<file path="src/rtl/fetch_unit_if.sv">
// fetch_unit_if: instruction-memory request/response channel between fetch_unit (master) and imem (slave).
interface fetch_unit_if #(
    parameter int DATA_WIDTH = 32
) ();
    logic                  imem_req;
    logic [DATA_WIDTH-1:0] imem_addr;
    logic                  imem_ready;
    logic                  imem_rvalid;
    logic [DATA_WIDTH-1:0] imem_rdata;
    modport master (output imem_req, imem_addr, input imem_ready, imem_rvalid, imem_rdata);
    modport slave (input imem_req, imem_addr, output imem_ready, imem_rvalid, imem_rdata);
endinterface

</file>
<file path="src/rtl/fetch_unit.sv">
// fetch_unit: IF-stage PC owner issuing variable-latency imem requests into an in-order response FIFO.
// FETCH_BYPASS_EN: a response arriving at an empty FIFO drives the IF outputs in the same cycle.
module fetch_unit #(
    parameter int                    DATA_WIDTH = 32,
    parameter logic [DATA_WIDTH-1:0] RESET_PC   = 32'hBFC00000,
    parameter int                    FIFO_DEPTH = 4
) (
    input  logic                  clk,
    input  logic                  rst_n,
    input  logic                  stallF,
    input  logic                  redirect,
    input  logic [DATA_WIDTH-1:0] redirect_pc,
    fetch_unit_if.master          imem,
    output logic                  validF,
    output logic [DATA_WIDTH-1:0] instrF,
    output logic [DATA_WIDTH-1:0] PCF,
    output logic [DATA_WIDTH-1:0] PCPlus4F
);
    localparam int CW = $clog2(FIFO_DEPTH + 1);
    localparam int AW = $clog2(FIFO_DEPTH);
    localparam logic [CW:0] DEPTH_C = FIFO_DEPTH[CW:0];
    localparam logic [DATA_WIDTH-1:0] FOUR = DATA_WIDTH'(4);

    logic [DATA_WIDTH-1:0] fetch_pc_q, fetch_pc_d, resp_pc_q, resp_pc_d;
    logic [CW-1:0]         out_q, out_d, drop_q, drop_d, count_q, count_d;
    logic [AW-1:0]         wr_q, wr_d, rd_q, rd_d;
    logic [DATA_WIDTH-1:0] pc_mem_q [FIFO_DEPTH];
    logic [DATA_WIDTH-1:0] ins_mem_q [FIFO_DEPTH];
    logic [CW:0]           inflight;
    logic                  accept, resp, keep, push, pop, fwd, head_valid;

    always_comb begin
        // stale responses still awaiting their drop count against the budget
        inflight       = {1'b0, out_q} + {1'b0, count_q};
        imem.imem_req  = rst_n && !redirect && (inflight < DEPTH_C);
        imem.imem_addr = fetch_pc_q;
        accept         = imem.imem_req && imem.imem_ready;
        resp           = imem.imem_rvalid && (out_q != '0);
        keep           = resp && (drop_q == '0) && !redirect;
        head_valid     = count_q != '0;
`ifdef FETCH_BYPASS_EN
        fwd            = keep && !head_valid;
`else
        fwd            = 1'b0;
`endif
        validF         = head_valid || fwd;
        pop            = head_valid && !stallF && !redirect;
        push           = keep && !(fwd && !stallF);
        PCF            = fwd ? resp_pc_q : head_valid ? pc_mem_q[rd_q] : '0;
        instrF         = fwd ? imem.imem_rdata : head_valid ? ins_mem_q[rd_q] : '0;
        PCPlus4F       = validF ? PCF + FOUR : '0;
        fetch_pc_d     = accept ? fetch_pc_q + FOUR : fetch_pc_q;
        resp_pc_d      = keep ? resp_pc_q + FOUR : resp_pc_q;
        out_d          = out_q + CW'(accept) - CW'(resp);
        drop_d         = drop_q - CW'(resp && (drop_q != '0));
        wr_d           = wr_q + AW'(push);
        rd_d           = rd_q + AW'(pop);
        count_d        = count_q + CW'(push) - CW'(pop);
        if (redirect) begin
            fetch_pc_d = redirect_pc;
            resp_pc_d  = redirect_pc;
            drop_d     = out_q - CW'(resp);
            wr_d       = '0;
            rd_d       = '0;
            count_d    = '0;
        end
    end

    always_ff @(posedge clk) begin
        if (!rst_n) begin
            fetch_pc_q <= RESET_PC;
            resp_pc_q  <= RESET_PC;
            out_q      <= '0;
            drop_q     <= '0;
            count_q    <= '0;
            wr_q       <= '0;
            rd_q       <= '0;
        end else begin
            fetch_pc_q <= fetch_pc_d;
            resp_pc_q  <= resp_pc_d;
            out_q      <= out_d;
            drop_q     <= drop_d;
            count_q    <= count_d;
            wr_q       <= wr_d;
            rd_q       <= rd_d;
        end
    end

    always_ff @(posedge clk) begin
        if (push) begin
            pc_mem_q[wr_q]  <= resp_pc_q;
            ins_mem_q[wr_q] <= imem.imem_rdata;
        end
    end

    rvalid_without_request: assert property (@(posedge clk) disable iff (!rst_n) imem.imem_rvalid |-> out_q != '0);
endmodule
</file>
<file path="src/flat_wrapper.sv">
// flat-port wrapper written by rule: the top's interface ports become plain ports
module fetch_unit_flat 
#(
    parameter int                    DATA_WIDTH = 32,
    parameter logic [DATA_WIDTH-1:0] RESET_PC   = 32'hBFC00000,
    parameter int                    FIFO_DEPTH = 4
)
  (clk, rst_n, stallF, redirect, redirect_pc, validF, instrF, PCF, PCPlus4F, imem_imem_req, imem_imem_addr, imem_imem_ready, imem_imem_rvalid, imem_imem_rdata);
  fetch_unit_if #(.DATA_WIDTH(DATA_WIDTH)) imem_i ();
  input  logic clk;
  input  logic rst_n;
  input  logic stallF;
  input  logic redirect;
  input  logic [DATA_WIDTH-1:0] redirect_pc;
  output logic validF;
  output logic [DATA_WIDTH-1:0] instrF;
  output logic [DATA_WIDTH-1:0] PCF;
  output logic [DATA_WIDTH-1:0] PCPlus4F;
  output wire logic [$bits(imem_i.imem_req)-1:0] imem_imem_req;
  output wire logic [$bits(imem_i.imem_addr)-1:0] imem_imem_addr;
  input wire logic [$bits(imem_i.imem_ready)-1:0] imem_imem_ready;
  input wire logic [$bits(imem_i.imem_rvalid)-1:0] imem_imem_rvalid;
  input wire logic [$bits(imem_i.imem_rdata)-1:0] imem_imem_rdata;
  assign imem_imem_req = imem_i.imem_req;
  assign imem_imem_addr = imem_i.imem_addr;
  assign imem_i.imem_ready = imem_imem_ready;
  assign imem_i.imem_rvalid = imem_imem_rvalid;
  assign imem_i.imem_rdata = imem_imem_rdata;
  fetch_unit #(.DATA_WIDTH(DATA_WIDTH), .RESET_PC(RESET_PC), .FIFO_DEPTH(FIFO_DEPTH)) u_core (.clk(clk), .rst_n(rst_n), .stallF(stallF), .redirect(redirect), .redirect_pc(redirect_pc), .imem(imem_i), .validF(validF), .instrF(instrF), .PCF(PCF), .PCPlus4F(PCPlus4F));
endmodule
</file>
<file path="config.mk">
export PLATFORM = sky130hd
export DESIGN_NAME = fetch_unit_flat
export DESIGN_NICKNAME = d
export VERILOG_FILES = /design/src/rtl/fetch_unit_if.sv /design/src/rtl/fetch_unit.sv /design/src/flat_wrapper.sv
export SDC_FILE = /design/constraint.sdc
export NUM_CORES = 1
export LEC_CHECK = 0
export CAP_MARGIN = 20
export CORE_ASPECT_RATIO = 0.7
export CORE_MARGIN = 3
export CORE_UTILIZATION = 55
export DETAILED_ROUTE_END_ITERATION = 8
export PLACE_DENSITY_LB_ADDON = 0.15
export SKIP_LAST_GASP = 1
export SYNTH_ARGS = -nofsm -noshare
export SYNTH_HDL_FRONTEND = slang
export SYNTH_SLANG_ARGS = --single-unit
</file>
<file path="constraint.sdc">
create_clock -name clk -period 16.4 [get_ports clk]
set_clock_uncertainty 0.15 [all_clocks]
set_input_delay 4.1 -clock clk [delete_from_list [all_inputs] [get_ports clk]]
set_output_delay 4.1 -clock clk [all_outputs]
set_load 0.02 [all_outputs]
</file>
==> summary by stage <==
Global route
The first-pass GRT wire length is around 52 mm. The total grt overflow is 0. For met2 alone, demand over resource in global routing was 0.373.

For this run, the total global-route usage over all layers was measured as 0.231. The initial antenna violation count came to 0. The via count of the first global-routing pass is 9016.

Entering global routing, the biggest net connects ~70 pins. For met1 alone, demand over resource in global routing was 0.338. met2 is the most crowded layer. The met3 track utilization from global routing is 0.0391.

CTS
The count of cells resized by post-cts repair is 0. The maximum root-to-sink buffer count is 3. The total clock buffers created by CTS is 31.

The clock transition at the registers of the reported paths is about 60 ps. The number of setup buffers added after CTS is 0. Hold repair after CTS inserted 0 buffers. The count of clock tree sinks is 333. The clock root buffer is clkbuf_16.

In this run the number of H-tree levels came out at 1. The clock reaches the later pin of the worst-skew pair after approximately 550 ps. TritonCTS built the clock tree.

Synth
In this run the mean area of a mapped cell was roughly 14 um^2. The post-synthesis adder-cell area fraction is 0.0156. Of the total synthesized cell area, the portion taken by XOR and XNOR cells is 0.0367. The main combinational cell family by area after synthesis is simple AND/OR/NAND/NOR gates. In this run, distinct cell masters in the synthesized netlist total 57. The number of cells produced by synthesis is around 1000. The share of synthesized flip-flops with an asynchronous set or reset is 0. Counting flops with a built-in enable in the synthesized netlist gives between 200 and 300.

The complex-gate fraction of the synthesized area was 0.0560. The fraction of the yosys area taken by sequential cells is 0.634. The simple-gate area share of the yosys netlist is 0.132. For this run, the leading register cell type out of synthesis is edfxtp_1. Summing every instance area after synthesis gives ~15000 um^2. In this run, synthesis produced a sequential element count of 333.

The multiplexer area fraction after synthesis is 0.103. The synthesized net count is 1135. Yosys printed 0 warnings.

Placement
The post-DP HPWL is 21.7 mm. The number of port buffers is 199. Routability-driven placement finished with a final weighted congestion of between 0.8 and 0.9. The cell count after placement is around 1600.

Floorplan
The top-level I/O count is 200. The area of the core region is 25900 um^2. Row generation in the floorplan step produced a little under 50 rows.

The initial utilization of the core area, before any placement, comes to 0.563. The height of the chip is 142 um. The die extent in x is between 200 and 250 um. The floorplan step defined a die boundary enclosing around 28000 um^2.

Outcome
The flow ran to the end, and the final reports show no timing, DRC or antenna violations.

Setup path
Measured in cells, the most critical reg-to-reg path has a length of 11. The slowest library cell on the worst path is clkdlybuf4s50_1. The sum of buffers and inverters on the critical path is 3. In this run the critical register-to-register path is captured at u_core.out_q[2]. The required time of the critical path is 12150 ps. The source of the critical timing path is rst_n. The maximum fanout encountered on the critical timing path is 31. Across all register-to-register paths, the minimum setup slack is between 10000 and 15000 ps. The worst setup path is launched from a primary input. The biggest cell delay along the critical path is roughly 600 ps.

Broken down by cell family, the worst path's largest delay share belongs to buffers and inverters. The worst register-to-register path begins at u_core.out_q[2]. Walking the worst path, the cells encountered are clkdlybuf4s50_1 > buf_4 > nor2b_1 > and3_1 > clkdlybuf4s50_1. For the worst setup path, the data arrival time is 6250 ps.

STA classifies the critical path endpoint as a primary output. The critical setup path kind is in2out. The cell with the most instances on the worst path is clkdlybuf4s50_1.

Final layout
The net total in the final layout is 1327. The number of inserted diodes is 0. The synthesis-to-finish area growth is 22.9%.

In the final layout, the share of cells above drive strength 1 is 0.106. The count of cells in the finished layout, fillers not included, comes to approximately 1600.

STA
Setup repair after global routing left no endpoint under its margin. The setup-violating endpoint count in the final report is 0. Across all hold checks on the routed design, the worst slack comes to 310 ps.

The post-route setup TNS is 0 ps. At the pin with the least slew margin, the transition time is roughly 1000 ps. The final-report hold violation count is 0. The max-slew violation total from the final report is 0. Timing would allow up to ~95 MHz. The part of the cycle the worst path needs is 0.640.

For the finished layout, the period the worst path requires is around 10000 ps. Measured against its own limit, the worst slew margin works out to 0.304.

Drt
The count of vias placed by the detailed router is approximately 9300. The first detailed-routing pass ran for 5 iterations. The detailed router finished its first iteration with 713 violations. The routed wirelength normalized by instance count is slightly above 20 um. The remaining antenna violation count is 0. The total wire length is 33.4 mm.

The final routed DRC violation total is 0. The post-detailed-route via-to-cell ratio is around 5.8.

Power
The power density of the placed cells is approximately 110 nW/um^2. The peak supply drop is 103 uV. For this design the static power due to leakage is just under 6 nW.

Worst hold path
The start point of the worst hold path is u_core.imem.imem_addr[0]. The hold path depth is 2. The type of the most critical hold path is reg2reg.

For hold timing, the worst endpoint is u_core.imem.imem_addr[0].

Flow run
The number of max-cap violations is 0.
[stage by stage]
stage / power, mW / worst slack [ps] / utilization / area, um^2
6_report: 1.89 / 5900 / 0.692 / 17900
5_1_grt: 1.97 / 5800 / 0.692 / 17900
4_1_cts: 1.91 / 5900 / 0.691 / 17900
3_5_place_dp: 1.21 / 5900 / 0.652 / 16900
3_3_place_gp: 1.20 / 5960 / 0.652 / 16900
2_1_floorplan: 1.11 / 4390 / - / 14600
[sequential cells by signal (all words and copies together) (netlist names)]
signal,cells
u_core.imem.imem_addr,32
u_core.drop_q,3
u_core.wr_q,2
u_core.ins_mem_q,128
u_core.out_q,3
u_core.rd_q,2
u_core.resp_pc_q,32
u_core.pc_mem_q,128
u_core.count_q,3
[logic make-up (layout without fill, tap and decap cells)]
group           Yosys count  after routing
compound gates          137            137
simple gates            357            357
mux                      65             65
fa+ha+maj                17             17
buf+inv                  78            293
flops                   333            333
xor+xnor                 61             61
[power breakdown]
group          total [mW]  leakage, nW  switching [mW]  internal [mW]
clock               0.707        0.496           0.302          0.405
sequential          0.971         2.95          0.0278          0.943
combinational       0.216         2.42           0.118         0.0982
total                1.89         5.87           0.447           1.45
[layer usage]
metal / wire length [um] / share of wire
met5: 0 / 0
met4: 672 / 0.020
met3: 2050 / 0.061
met2: 15900 / 0.48
met1: 14800 / 0.44
[area by class of cell]
type / count / area (um^2)
Tap cell: 357 / 447
Clock inverter: 17 / 141
Clock buffer: 39 / 868
Fill cell: 1871 / 7980
Multi-Input combinational cell: 637 / 5010
Inverter: 23 / 86.3
Sequential cell: 333 / 9240
Timing Repair Buffer: 214 / 2100
[worst max path at each step]
stage / to / slack [ps] / cells after the start
after floorplan: u_core.ins_mem_q[1][0] / 4390 / 3
after global placement: imem_imem_req / 5960 / 5
after detailed placement: imem_imem_req / 5900 / 5
after CTS: imem_imem_req / 5900 / 5
after global routing: imem_imem_req / 5800 / 5
final: imem_imem_req / 5900 / 5
[synth_stat cells (15+ instances only)]
master / instances / area [um^2]
mux4_2: 57 / 1280
nor3_1: 18 / 90.1
nand3_1: 35 / 175
xor2_1: 29 / 254
dfxtp_1: 77 / 1540
and2_1: 80 / 500
inv_1: 22 / 82.6
nand4_1: 23 / 144
nand2_1: 64 / 240
edfxtp_1: 256 / 7690
xnor2_1: 32 / 280
a21oi_1: 46 / 230
nor2_1: 74 / 278
o21ai_0: 44 / 220
ha_1: 15 / 188
clkbuf_1: 38 / 143
[worst reg2reg max path, delay by kind of cell, from the launching register on]
family | cells | cell delay [ps]
buffers and inverters | 3 | 850
DFF | 1 | 420
adders and majority gates | 3 | 920
and+or+nand+nor | 3 | 400
xor gates and xnor gates | 2 | 320
[placed cells by master, fill, tap and decap left out, drive strengths merged, types with 10 or more instances in the layout]
| cell | Yosys | layout |
|---|---|---|
| dfxtp | 77 | 77 |
| a31oi | 14 | 14 |
| nor3 | 19 | 19 |
| buf | 17 | 16 |
| clkbuf | 38 | 39 |
| edfxtp | 256 | 256 |
| mux4 | 65 | 65 |
| nand4 | 25 | 25 |
| nor4 | 10 | 10 |
| nand2 | 64 | 64 |
| nor2 | 74 | 74 |
| o21ai | 44 | 44 |
| and3 | 14 | 14 |
| xor2 | 29 | 29 |
| nand3 | 35 | 35 |
| and2 | 81 | 81 |
| inv | 22 | 26 |
| a21oi | 46 | 46 |
| and4 | 12 | 12 |
| xnor2 | 32 | 32 |
| clkdlybuf4s50 | 0 | 198 |
| ha | 15 | 15 |
Power figures use the tool's default switching activity.
